$ cat src/rtl/exe_mdu_pkg.sv
// Shared types for the iterative RV32M multiply/divide unit.
package exe_mdu_pkg;

   localparam int unsigned GPR_WIDTH  = 32;
   localparam int unsigned GPR_ADDR_W = 5;

   // funct3 encodings of the M extension
   typedef enum logic [2:0] {
      OP_MUL    = 3'd0,
      OP_MULH   = 3'd1,
      OP_MULHSU = 3'd2,
      OP_MULHU  = 3'd3,
      OP_DIV    = 3'd4,
      OP_DIVU   = 3'd5,
      OP_REM    = 3'd6,
      OP_REMU   = 3'd7
   } mdu_op_e;

   typedef enum logic [1:0] {
      ST_IDLE = 2'd0,
      ST_CALC = 2'd1,
      ST_DONE = 2'd2
   } mdu_state_e;

   // operand a is treated as signed
   function automatic logic op_signed_a(input mdu_op_e op);
      return (op == OP_MULH) || (op == OP_MULHSU) || (op == OP_DIV) || (op == OP_REM);
   endfunction

   // operand b is treated as signed
   function automatic logic op_signed_b(input mdu_op_e op);
      return (op == OP_MULH) || (op == OP_DIV) || (op == OP_REM);
   endfunction

endpackage

$ cat src/rtl/exe_mdu_if.sv
// Issue/result bundle between the EXE stage and the multiply/divide unit.
interface exe_mdu_if
   import exe_mdu_pkg::*;
#(
   parameter int unsigned XLEN   = GPR_WIDTH,
   parameter int unsigned ADDR_W = GPR_ADDR_W
);
   logic              start_i;
   logic [2:0]        op_i;
   logic [XLEN-1:0]   rs1_val_i;
   logic [XLEN-1:0]   rs2_val_i;
   logic [ADDR_W-1:0] rd_addr_i;
   logic              flush_i;
   logic              busy_o;
   logic              done_o;
   logic [XLEN-1:0]   result_o;
   logic [ADDR_W-1:0] rd_addr_o;

   modport slave (
      input  start_i, op_i, rs1_val_i, rs2_val_i, rd_addr_i, flush_i,
      output busy_o, done_o, result_o, rd_addr_o
   );

   modport master (
      output start_i, op_i, rs1_val_i, rs2_val_i, rd_addr_i, flush_i,
      input  busy_o, done_o, result_o, rd_addr_o
   );
endinterface

$ cat src/rtl/mdu_negate.sv
// Conditional two's-complement negation, used for magnitudes and sign fix-up.
module mdu_negate #(
   parameter int unsigned W = 32
) (
   input  logic         neg_i,
   input  logic [W-1:0] val_i,
   output logic [W-1:0] val_o
);
   assign val_o = neg_i ? ('0 - val_i) : val_i;
endmodule

$ cat src/rtl/exe_mdu.sv
// Iterative RV32M multiply/divide unit: 32 shift-add or restoring-divide steps.
module exe_mdu
   import exe_mdu_pkg::*;
#(
   parameter int unsigned XLEN  = GPR_WIDTH,
   parameter int unsigned CNT_W = 6
) (
   input  logic       clk_i,
   input  logic       rst_i,
   exe_mdu_if.slave   bus
);
   localparam logic [CNT_W-1:0] CNT_LAST = CNT_W'(XLEN - 1);
   localparam logic [XLEN-1:0]  INT_MIN  = {1'b1, {(XLEN-1){1'b0}}};

   mdu_state_e          state, state_nxt;
   mdu_op_e             op_in, op_q;
   logic [CNT_W-1:0]    cnt;
   logic [XLEN-1:0]     a_sh, mag_b, mag_a_in, mag_b_in;
   logic [2*XLEN-1:0]   acc, mul_next, div_next, prod_fix;
   logic [GPR_ADDR_W-1:0] rd_q;
   logic                sign_a, sign_b, b_zero, ovf;
   logic                sa_in, sb_in, accept;
   logic [XLEN:0]       trial, diff;
   logic                qbit, is_rem;
   logic [XLEN-1:0]     div_raw, div_fix, res_sel;

   assign op_in  = mdu_op_e'(bus.op_i);
   assign sa_in  = op_signed_a(op_in) & bus.rs1_val_i[XLEN-1];
   assign sb_in  = op_signed_b(op_in) & bus.rs2_val_i[XLEN-1];
   assign accept = (state == ST_IDLE) & bus.start_i & ~bus.flush_i;
   assign is_rem = (op_q == OP_REM) | (op_q == OP_REMU);

   mdu_negate #(.W(XLEN)) u_neg_a (.neg_i(sa_in), .val_i(bus.rs1_val_i), .val_o(mag_a_in));
   mdu_negate #(.W(XLEN)) u_neg_b (.neg_i(sb_in), .val_i(bus.rs2_val_i), .val_o(mag_b_in));

   // product is negated as a full 2*XLEN value so the low half stays consistent
   mdu_negate #(.W(2*XLEN)) u_neg_prod (.neg_i(sign_a ^ sign_b), .val_i(acc), .val_o(prod_fix));
   mdu_negate #(.W(XLEN))   u_neg_div  (.neg_i(is_rem ? sign_a : (sign_a ^ sign_b)),
                                        .val_i(div_raw), .val_o(div_fix));

   // one iteration step: MSB-first shift-add, or restoring divide with {rem, quo} in acc
   always_comb begin
      mul_next = {acc[2*XLEN-2:0], 1'b0} + (a_sh[XLEN-1] ? {{XLEN{1'b0}}, mag_b} : '0);
      trial    = {acc[2*XLEN-1:XLEN], a_sh[XLEN-1]};
      diff     = trial - {1'b0, mag_b};
      qbit     = ~diff[XLEN];
      div_next = {(qbit ? diff[XLEN-1:0] : trial[XLEN-1:0]), acc[XLEN-2:0], qbit};
   end

   // state register
   always_ff @(posedge clk_i or posedge rst_i) begin
      if (rst_i) state <= ST_IDLE;
      else       state <= state_nxt;
   end

   // next-state logic; flush wins in every state
   always_comb begin
      state_nxt = state;
      if (bus.flush_i) begin
         state_nxt = ST_IDLE;
      end else begin
         case (state)
            ST_IDLE: if (bus.start_i) state_nxt = ST_CALC;
            ST_CALC: if (cnt == CNT_LAST) state_nxt = ST_DONE;
            ST_DONE: state_nxt = ST_IDLE;
            default: state_nxt = ST_IDLE;
         endcase
      end
   end

   // operand capture on accept, one datapath step per CALC cycle
   always_ff @(posedge clk_i or posedge rst_i) begin
      if (rst_i) begin
         op_q   <= OP_MUL;
         rd_q   <= '0;
         a_sh   <= '0;
         mag_b  <= '0;
         sign_a <= 1'b0;
         sign_b <= 1'b0;
         b_zero <= 1'b0;
         ovf    <= 1'b0;
         acc    <= '0;
         cnt    <= '0;
      end else if (accept) begin
         op_q   <= op_in;
         rd_q   <= bus.rd_addr_i;
         a_sh   <= mag_a_in;
         mag_b  <= mag_b_in;
         sign_a <= sa_in;
         sign_b <= sb_in;
         b_zero <= (bus.rs2_val_i == '0);
         ovf    <= op_signed_b(op_in) & (bus.rs1_val_i == INT_MIN) & (bus.rs2_val_i == '1);
         acc    <= '0;
         cnt    <= '0;
      end else if ((state == ST_CALC) && !bus.flush_i) begin
         acc    <= op_q[2] ? div_next : mul_next;
         a_sh   <= {a_sh[XLEN-2:0], 1'b0};
         cnt    <= cnt + CNT_W'(1);
      end
   end

   // result selection with divide-by-zero and overflow overrides
   always_comb begin
      div_raw = is_rem ? acc[2*XLEN-1:XLEN] : acc[XLEN-1:0];
      case (op_q)
         OP_MUL:                      res_sel = prod_fix[XLEN-1:0];
         OP_MULH, OP_MULHSU, OP_MULHU: res_sel = prod_fix[2*XLEN-1:XLEN];
         OP_DIV, OP_DIVU:             res_sel = b_zero ? '1 : (ovf ? INT_MIN : div_fix);
         // with b=0 the restoring remainder is |a|, and the sign fix-up turns it back into a
         default:                     res_sel = ovf ? '0 : div_fix;
      endcase
   end

   // FSM outputs; busy is combinational so the issuing cycle is already held
   always_comb begin
      bus.busy_o    = (state == ST_CALC) | accept;
      bus.done_o    = (state == ST_DONE);
      bus.result_o  = (state == ST_DONE) ? res_sel : '0;
      bus.rd_addr_o = rd_q;
   end

endmodule
$ cat src/flat_wrapper.sv
// flat-port wrapper written by rule: the top's interface ports become plain ports
module exe_mdu_flat import exe_mdu_pkg::*;
#(
   parameter int unsigned XLEN  = GPR_WIDTH,
   parameter int unsigned CNT_W = 6
)
  (clk_i, rst_i, bus_start_i, bus_op_i, bus_rs1_val_i, bus_rs2_val_i, bus_rd_addr_i, bus_flush_i, bus_busy_o, bus_done_o, bus_result_o, bus_rd_addr_o);
  exe_mdu_if #(.XLEN(XLEN)) bus_i ();
  input  logic clk_i;
  input  logic rst_i;
  input wire logic [$bits(bus_i.start_i)-1:0] bus_start_i;
  input wire logic [$bits(bus_i.op_i)-1:0] bus_op_i;
  input wire logic [$bits(bus_i.rs1_val_i)-1:0] bus_rs1_val_i;
  input wire logic [$bits(bus_i.rs2_val_i)-1:0] bus_rs2_val_i;
  input wire logic [$bits(bus_i.rd_addr_i)-1:0] bus_rd_addr_i;
  input wire logic [$bits(bus_i.flush_i)-1:0] bus_flush_i;
  output wire logic [$bits(bus_i.busy_o)-1:0] bus_busy_o;
  output wire logic [$bits(bus_i.done_o)-1:0] bus_done_o;
  output wire logic [$bits(bus_i.result_o)-1:0] bus_result_o;
  output wire logic [$bits(bus_i.rd_addr_o)-1:0] bus_rd_addr_o;
  assign bus_i.start_i = bus_start_i;
  assign bus_i.op_i = bus_op_i;
  assign bus_i.rs1_val_i = bus_rs1_val_i;
  assign bus_i.rs2_val_i = bus_rs2_val_i;
  assign bus_i.rd_addr_i = bus_rd_addr_i;
  assign bus_i.flush_i = bus_flush_i;
  assign bus_busy_o = bus_i.busy_o;
  assign bus_done_o = bus_i.done_o;
  assign bus_result_o = bus_i.result_o;
  assign bus_rd_addr_o = bus_i.rd_addr_o;
  exe_mdu #(.XLEN(XLEN), .CNT_W(CNT_W)) u_core (.clk_i(clk_i), .rst_i(rst_i), .bus(bus_i));
endmodule
$ cat config.mk
export PLATFORM = sky130hd
export DESIGN_NAME = exe_mdu_flat
export DESIGN_NICKNAME = d
export VERILOG_FILES = /design/src/rtl/exe_mdu_pkg.sv /design/src/rtl/exe_mdu_if.sv /design/src/rtl/mdu_negate.sv /design/src/rtl/exe_mdu.sv /design/src/flat_wrapper.sv
export SDC_FILE = /design/constraint.sdc
export NUM_CORES = 1
export LEC_CHECK = 0
export CELL_PAD_IN_SITES_DETAIL_PLACEMENT = 0
export CELL_PAD_IN_SITES_GLOBAL_PLACEMENT = 1
export CORE_ASPECT_RATIO = 1.1
export CORE_MARGIN = 3
export CORE_UTILIZATION = 41
export CTS_CLUSTER_SIZE = 30
export DETAILED_ROUTE_END_ITERATION = 16
export GPL_TIMING_DRIVEN = 0
export PLACE_DENSITY = 0.87
export SYNTH_ARGS = -nofsm -noshare
export SYNTH_HDL_FRONTEND = slang
export SYNTH_HIERARCHICAL = 1
export SYNTH_SLANG_ARGS = --single-unit
$ cat constraint.sdc
create_clock -name clk_i -period 4.25 [get_ports clk_i]
set_input_delay 0.425 -clock clk_i [delete_from_list [all_inputs] [get_ports clk_i]]
set_output_delay 0.425 -clock clk_i [all_outputs]
set_load 0.02 [all_outputs]
== Word level (Yosys, flattened, before mapping) ==
Index checks and enable logic that the tools add are counted.
Cells by class
  reductions and logical operators: 14
  equality and inequality tests: 18
  bitwise logic cells: 11
  multiplexer cells: 24
  add/sub/neg operators: 7
Operators by type and width (number)
  $mux 32: 12
  $mux 64: 4
  $pmux 32 s3: 1
  $sub 1x32->32 const A: 3
  $add 64x64->64: 1
  $eq 32x32->1 const B: 2
  $sub 1x64->64 const A: 1
  $sub 33x32->33: 1
  $logic_not 32->1: 1
  $eq 3x3->1 const B: 6
  $mux 6: 2
  $eq 3x2->1 const B: 3
  $add 6x1->6 const B: 1
  $and 1x1->1: 6
  $eq 3x1->1 const B: 2
  $eq 6x5->1 const B: 1
  $mux 2: 3
  $logic_or 1x1->1: 5
  $pmux 2 s2: 1
  $logic_not 3->1: 1
  $ne 3x2->1 const B: 1
  $ne 3x3->1 const B: 1
  $reduce_or 3->1: 1
  $eq 2x1->1 const B: 1
  other kinds (11): 13
Word-level totals
  flip-flop bits (word level): 148
  logic and storage cells: 85
  output and inout bits: 39
  bits of input ports: 76

== Logic depth before layout (Yosys ltp) ==
  depth after elaboration: 9
  mapped depth: 15
  depth with buffers taken out: 13

== Modules after synthesis ==
The synthesis kept the hierarchy.
By module, submodules not included
  exe_mdu: times used 1, cells an instance 1600, area an instance 12310.6 um^2, seq. area each 3703.6 um^2
  mdu_negate (u_core.u_neg_a ...): times used 3, cells an instance 108, area an instance 767.0 um^2, seq. area each 0.0 um^2
  mdu_negate (u_core.u_neg_prod): times used 1, cells an instance 198, area an instance 1453.9 um^2, seq. area each 0.0 um^2

== Worst setup path before layout ==
No wires, ideal clock.
  path kind: register to output
  start point: register u_core.op_q[1]
  end point: output bus_result_o[30]
  data required time: 3825 ps
  slack: 188 ps
  arrival time: 3637 ps
  buffers on the path: 2
  stages on the path, launching flop included: 13
  path through: dfrtp_1 -> nand2_1 -> clkbuf_1 -> mux2_2 -> or4_4 -> or4_4 -> buf_6 -> or3_1 -> o311ai_1 -> inv_1 -> o22ai_1 -> a22oi_1 -> a21oi_1
Between the ends
  cells in the longest elaborated chain, start to end: 9
  elaborated cells on any way between the ends: 20
  those cells by class: add/sub: 1; eq/ne: 7; mux: 8; bitwise: 1; reduce/logical: 3
RTL lines
  start, declared: line exe_mdu.sv:16  | mdu_op_e op_in, op_q;
  start signal, assigned: line exe_mdu.sv:85  | op_q <= op_in;
  $eq 3x3->1: line exe_mdu.sv:31  | assign is_rem = (op_q == OP_REM) | (op_q == OP_REMU);
  $or 1x1->1 (*): line exe_mdu.sv:31
  $mux 32 (*): line exe_mdu.sv:104  | div_raw = is_rem ? acc[2*XLEN-1:XLEN] : acc[XLEN-1:0];
  named net u_core.div_raw[14]: line exe_mdu.sv:25  | logic [XLEN-1:0] div_raw, div_fix, res_sel;
  $sub 1x32->32 (*): line mdu_negate.sv:9  | assign val_o = neg_i ? ('0 - val_i) : val_i;
  $mux 32 (*): line mdu_negate.sv:9
  named net u_core.div_fix[30]: line exe_mdu.sv:25
  $mux 32 (2 in a row): line exe_mdu.sv:108  | OP_DIV, OP_DIVU: res_sel = b_zero ? '1 : (ovf ? INT_MIN : div_fix);
  $pmux 32 s3 (*): line exe_mdu.sv:105  | case (op_q)
  $mux 32 (*): line exe_mdu.sv:118  | bus.result_o = (state == ST_DONE) ? res_sel : '0;
  end, declared: line flat_wrapper.sv:19  | output wire logic [$bits(bus_i.result_o)-1:0] bus_result_o;
The timed path passes the listed nets; every way through them passes the cells marked *.

== Final worst setup path ==
  start point: register u_core.op_q[2]
  end point: output bus_result_o[30]
The elaborated chain is that of the path after synthesis.

==> flow_summary.json <==
{
  "regToRegStartpoint": "u_core/a_sh[31]",
  "max-slew-margin-rel": 0.217,
  "worst_r2r_endpoint": "u_core/acc[63]",
  "synth_area_in_adders": 0.0562,
  "sequential_cell_area_um2": 3720,
  "outcome": "finished with violations",
  "post-synth-top-area-fraction": 0.231,
  "yosys_register_bits": 148,
  "ys_warnings": 6,
  "die_width_um": 195,
  "highest_ir_drop_seen_on_vdd_uv": 366,
  "netlist-cell-type-count": 85,
  "endpoint_kind": "output pin",
  "detail_route.wirelength.met1_mm": 27.3,
  "crit_path_frequent_cell": "sky130_fd_sc_hd__or4_4",
  "critPathMaxStageDelay_ns": 0.57,
  "worst-slew-pin-transition_ns": 1.16,
  "synth_xor_xnor_area_share": 0.129,
  "synth_nets": 2269,
  "synth-compound-area-share": 0.261,
  "synth_flop_cell": "sky130_fd_sc_hd__dfrtp_1",
  "placement.io_buffers": 114,
  "worst_skew_pair.late_latency_ns": 0.46,
  "timing.final.crit_share": 1.03,
  "top_signal_layer_used": "met4",
  "cts-htree-levels": 4,
  "timing.critical_path.cells": "nand2_4 -> buf_8 -> mux2_4 -> or4_4 -> or4_4 -> or3_4 -> o311ai_4 -> inv_2 -> o22ai_2 -> a22oi_2 -> a21oi_2 -> buf_4",
  "clkSlewWorstSetupHoldPaths_ns": 0.06,
  "asyncSetResetFlopFracSynth": 1.00,
  "endpoint_arrival_time_on_the_critical_path_ns": 3.95,
  "grt_start_max_net_pins": 43,
  "postLayoutCoreUtil": 0.499,
  "drive_gt1_frac": 0.110,
  "setup_violations": 4,
  "number_of_cts_inserted_buffers": 17,
  "routedWlPerCell_um": 24.2,
  "holdWs_ns": 0.476,
  "rsz_0062_raised_after_global_routing": "yes",
  "route.detailed.drc": 0,
  "num-nets-final": 2425,
  "synth_top_cells_by_area": "sky130_fd_sc_hd__dfrtp_1, sky130_fd_sc_hd__xnor2_1, sky130_fd_sc_hd__nand2_1, sky130_fd_sc_hd__ha_1, sky130_fd_sc_hd__o21ai_0",
  "fin_ws_ns": -0.128,
  "drtAntennaViolNets": 0,
  "synth-edff-count": 0,
  "gp_congestion": 1.00,
  "slew_viol_final": 0,
  "cp_num_buf_inv": 3,
  "globalRoute.totalOverflow": 0,
  "floorplan.initialDensity": 0.419,
  "violations": "setup timing",
  "cts_root_buf": "sky130_fd_sc_hd__clkbuf_16",
  "design_power_total_mw": 13.0,
  "required_ns": 3.83,
  "multi_input_area_um2": 12000,
  "cpLargestDelayFamily": "simple AND/OR/NAND/NOR gates",
  "worst_setup_skew_after_layout_ns": 0.0109,
  "area_delta_synth_final_pct": 19.1,
  "synth.cell_area_um2": 16100,
  "clockBufferDepth": 2,
  "worstSetupPathType": "flop to output pin",
  "crit_path_start_kind": "flop",
  "worst-r2r-cell-count": 14,
  "route.met3.wl_mm": 4.66,
  "synth_top_area_cell": "sky130_fd_sc_hd__dfrtp_1",
  "postSynthAreaPerCell_um2": 7.57,
  "chip_height_um": 214,
  "finalHoldViolCount": 0,
  "rows": 75,
  "floorplan.io_pins": 115,
  "worst-path-stages": 12,
  "p_leak_nw": 7.56,
  "clk_sinks": 148,
  "synth_seq_area_share": 0.231,
  "synth_top_family_by_area": "compound AO/OA/AOI/OAI gates",
  "cts_tree": "built",
  "first_pass_grt_wire_length_mm": 102,
  "gr-usage-all-layers": 0.317,
  "fmax_ghz": 0.228,
  "drv.max_cap_violation_count": 0,
  "initial_antenna_violation_count": 0,
  "synth.area.mux_share": 0.0280,
  "number_of_global_route_vias_before_repair": 17053,
  "crit_fanout": 6,
  "drt_iter0_drc": 1862,
  "area_of_the_die_um2": 41600,
  "via_count": 17629,
  "detail_route.first_pass.iterations": 6,
  "place_ws_ns": -1.21,
  "floorplan.core_area_um2": 38400,
  "routed-wl-met2_mm": 30.4,
  "synthesized_netlist_cell_count": 2122,
  "wirelength_mm": 67.6,
  "fillers": 3834,
  "slowest_stage": "sky130_fd_sc_hd__or4_4",
  "num_antenna_cells": 0,
  "post-dp-hpwl_mm": 54.1,
  "hold_bufs_at_cts": 0,
  "drt-vias-per-instance": 6.32,
  "post_synth_and_or_nand_nor_area_fraction": 0.244,
  "power_per_cell_area_nw_per_um2": 677,
  "hp-class": "primary input to asynchronous set/reset pin",
  "r2r_setup_slack_ns": 0.18,
  "period_needed_ns": 4.38
}
-- synthesized netlist by cell type (all sizes together), types with 15 or more instances --
cell type / count
ha: 69
a21o: 18
nor3: 32
xnor2: 197
nor4: 42
and3: 18
a21oi: 108
nor2b: 36
or3: 26
nand2b: 17
nor2: 154
buf: 35
o31ai: 51
o41ai: 53
xor2: 38
a211oi: 15
nand3: 43
o221ai: 20
clkbuf: 93
a22oi: 23
or4: 32
mux2: 32
o22ai: 18
nand2: 308
o21ai: 184
a31oi: 55
dfrtp: 148
nand4: 44
inv: 74
-- metal layers --
layer  global-route usage  vias to the layer above
met4                0.218                        0
met3               0.0423                      204
met5                    0                        -
met2                0.518                      860
met1                0.394                     8412
li1                     -                     8153
-- logic make-up (layout without fill, tap and decap cells) --
group,Yosys count,after routing
compound gates,625,625
xor+xnor,235,235
fa+ha+maj,71,71
buf+inv,204,372
flops,148,148
mux,41,41
simple gates,798,799
-- cell type report --
cell class              count  share of cell area
well taps                 500              0.0327
inverters                  76              0.0151
clock inverters            11             0.00667
flip-flops and latches    148               0.194
plain buffers             126              0.0308
multi-input cells        1771               0.628
repair buffers            138              0.0689
clock buffers              21              0.0235
-- per-stage QoR --
stage          TNS [ns]  instance area [um^2]  cells
2_1_floorplan         0                 16100   2122
3_3_place_gp     -22.64                 17800   2736
3_5_place_dp     -21.74                 17900   2740
4_1_cts           -1.30                 18900   2787
5_1_grt          -0.826                 19100   2791
6_report         -0.271                 19100   2791
-- worst max path at each step --
stage,start,endpoint
4_1_cts,u_core/op_q[2],bus_result_o[30]
2_1_floorplan,u_core/op_q[1],bus_result_o[30]
5_1_grt,u_core/op_q[2],bus_result_o[30]
6_report,u_core/op_q[2],bus_result_o[30]
3_3_place_gp,u_core/op_q[1],bus_result_o[30]
3_5_place_dp,u_core/op_q[1],bus_result_o[30]
-- repair_timing --
item                       in CTS  in global routing
pin swaps                      12                 13
gates cloned                    1                  0
setup buffers                  15                  5
gates resized for setup       133                 84
setup endpoints to repair      32                 56
-- cell usage in the layout (no fill, tap or decap), drive strengths merged, types with 15 or more instances in the layout --
cell type and instances:
buf 73, o21ai 184, o41ai 53, clkbuf 113, nand4 44, nor3 32
nand2 308, o31ai 51, o221ai 20, nand2b 17, inv 75, or3 26
a22oi 23, or4 33, o22ai 18, nor4 42, xnor2 197, a211oi 15
xor2 38, mux2 32, ha 69, a21oi 108, a21o 18, nor2 154
and3 18, clkdlybuf4s50 87, dfrtp 148, nand3 43, nor2b 36, a31oi 55
-- flip-flops by register name, summed over array words and instances (netlist names) --
signal / count
u_core/ovf: 1
u_core/acc: 64
u_core/op_q: 3
u_core/bus.rd_addr_o: 5
u_core/a_sh: 32
u_core/sign_b: 1
u_core/mag_b: 32
u_core/b_zero: 1
u_core/sign_a: 1
u_core/cnt: 6
u_core/state: 2
-- power by group --
group          switching, mW  internal (mW)  total [mW]  leakage, nW
combinational           5.25           3.53        8.79         5.40
sequential             0.856           1.79        2.65         1.88
clock                  0.640          0.881        1.52        0.274
total                   6.75           6.21        13.0         7.56
Power figures use the tool's default switching activity.
==> RTL edit (config.mk and constraints unchanged) <==
Reset style: synchronous (`rst_i`), changed in 2 clocked blocks.
--- a/src/rtl/exe_mdu.sv
+++ b/src/rtl/exe_mdu.sv
@@ -49,5 +49,5 @@
 
    // state register
-   always_ff @(posedge clk_i or posedge rst_i) begin
+   always_ff @(posedge clk_i) begin
       if (rst_i) state <= ST_IDLE;
       else       state <= state_nxt;
@@ -70,5 +70,5 @@
 
    // operand capture on accept, one datapath step per CALC cycle
-   always_ff @(posedge clk_i or posedge rst_i) begin
+   always_ff @(posedge clk_i) begin
       if (rst_i) begin
          op_q   <= OP_MUL;
Formal check against the unedited RTL: differs if rst_i is asserted again (counterexample within 4 cycles, from zero or initial values and one cycle with rst_i high); with rst_i held inactive, the same outputs for 10 cycles.
==> RTL edit against the unedited design <==
The run still ends with setup timing left. Wire length fell by 4.4%. Sequential cell count did not move. Core utilization fell by 0.14 points. Hold slack got worse by 0.020 ns. Cell area fell by 3.3%. Area after synthesis fell by 3.4%. Worst setup slack improved by 0.11 ns. Critical path type unchanged. Critical endpoint unchanged. Highest routed layer unchanged.
Power is not compared: it rests on default switching activity, and its combinational part moved more than twofold at a synthesized area within 25%.
==> RTL edit: results (changes against the unedited design) <==
metric;value;unit;change
status;finished with violations;;unchanged
violations;setup timing;;unchanged
synth_area_per_cell;7.38;µm²;was 7.57 µm²
netlist_top_cells_count;nand2_1, xnor2_1, a21oi_1;;was nand2_1, xnor2_1, o21ai_0
yosys-top-cells-area;dfxtp_1, xnor2_1, ha_1, nand2_1, a21oi_1;;was dfrtp_1, xnor2_1, nand2_1, ha_1, o21ai_0
synth_xor_area_share;13.2;%;was 12.9%
grt_max_degree;17;;was 43
grt_util_all_layers;31.1;%;was 31.7%
ys.flop_type;dfxtp_1;;was dfrtp_1
r2r-start;u_core/a_sh[31]$_SDFFE_PP0P_;;was u_core/a_sh[31]$_DFFE_PP0P_
hpwl;51200;µm;was 54100 µm
ff2ff_path_depth;16;;was 14
final_nets;2400;;was 2425
drtPass1Iterations;5;;was 6
fillers;3764;;was 3834
grt_pass1_wl;96600;µm;was 102000 µm
maxSlewHeadroom;23.2;%;was 21.7%
place_inst;2708;;was 2740
ys_seq_area_share;19.1;%;was 23.1%
setup_slack;-0.0210;ns;was -0.128 ns
worst_hold_slack;0.456;ns;was 0.476 ns
placed_cell_area;17300;µm²;was 17900 µm²
routabilityCongestion;1.02;;was 1.00
setup_viol;1;;was 4
arrival;3.85;ns;was 3.95 ns
num_vias;17300;;was 17600
synthAdderAreaFrac;5.82;%;was 5.62%
drt_wl_total;64600;µm;was 67600 µm
synthesis.nets;2248;;was 2269
RTL edit: what timing repair did:
| item | CTS | global route |
|---|---|---|
| setup buffers | 7 | 15 |
| setup endpoints to repair | 34 | 55 |
| gates cloned | 0 | 0 |
| gates resized for setup | 125 | 70 |
| hold buffers | 0 | 0 |
| pin swaps | 9 | 13 |
RTL edit: layer usage:
layer / track usage [%] / vias up
met5: 0 / -
met4: 20.4 / 0
met3: 4.14 / 178
met2: 50.6 / 853
met1: 38.4 / 8164
li1: - / 8114
RTL edit: area by class of cell:
class,instances,area [µm²],share of cell area [%]
flip-flops and latches,148,2980,16.1
well taps,494,618,3.34
clock inverters,12,148,0.798
plain buffers,131,597,3.23
inverters,76,285,1.54
clock buffers,20,447,2.41
multi-input cells,1744,12200,65.8
repair buffers,135,1250,6.75
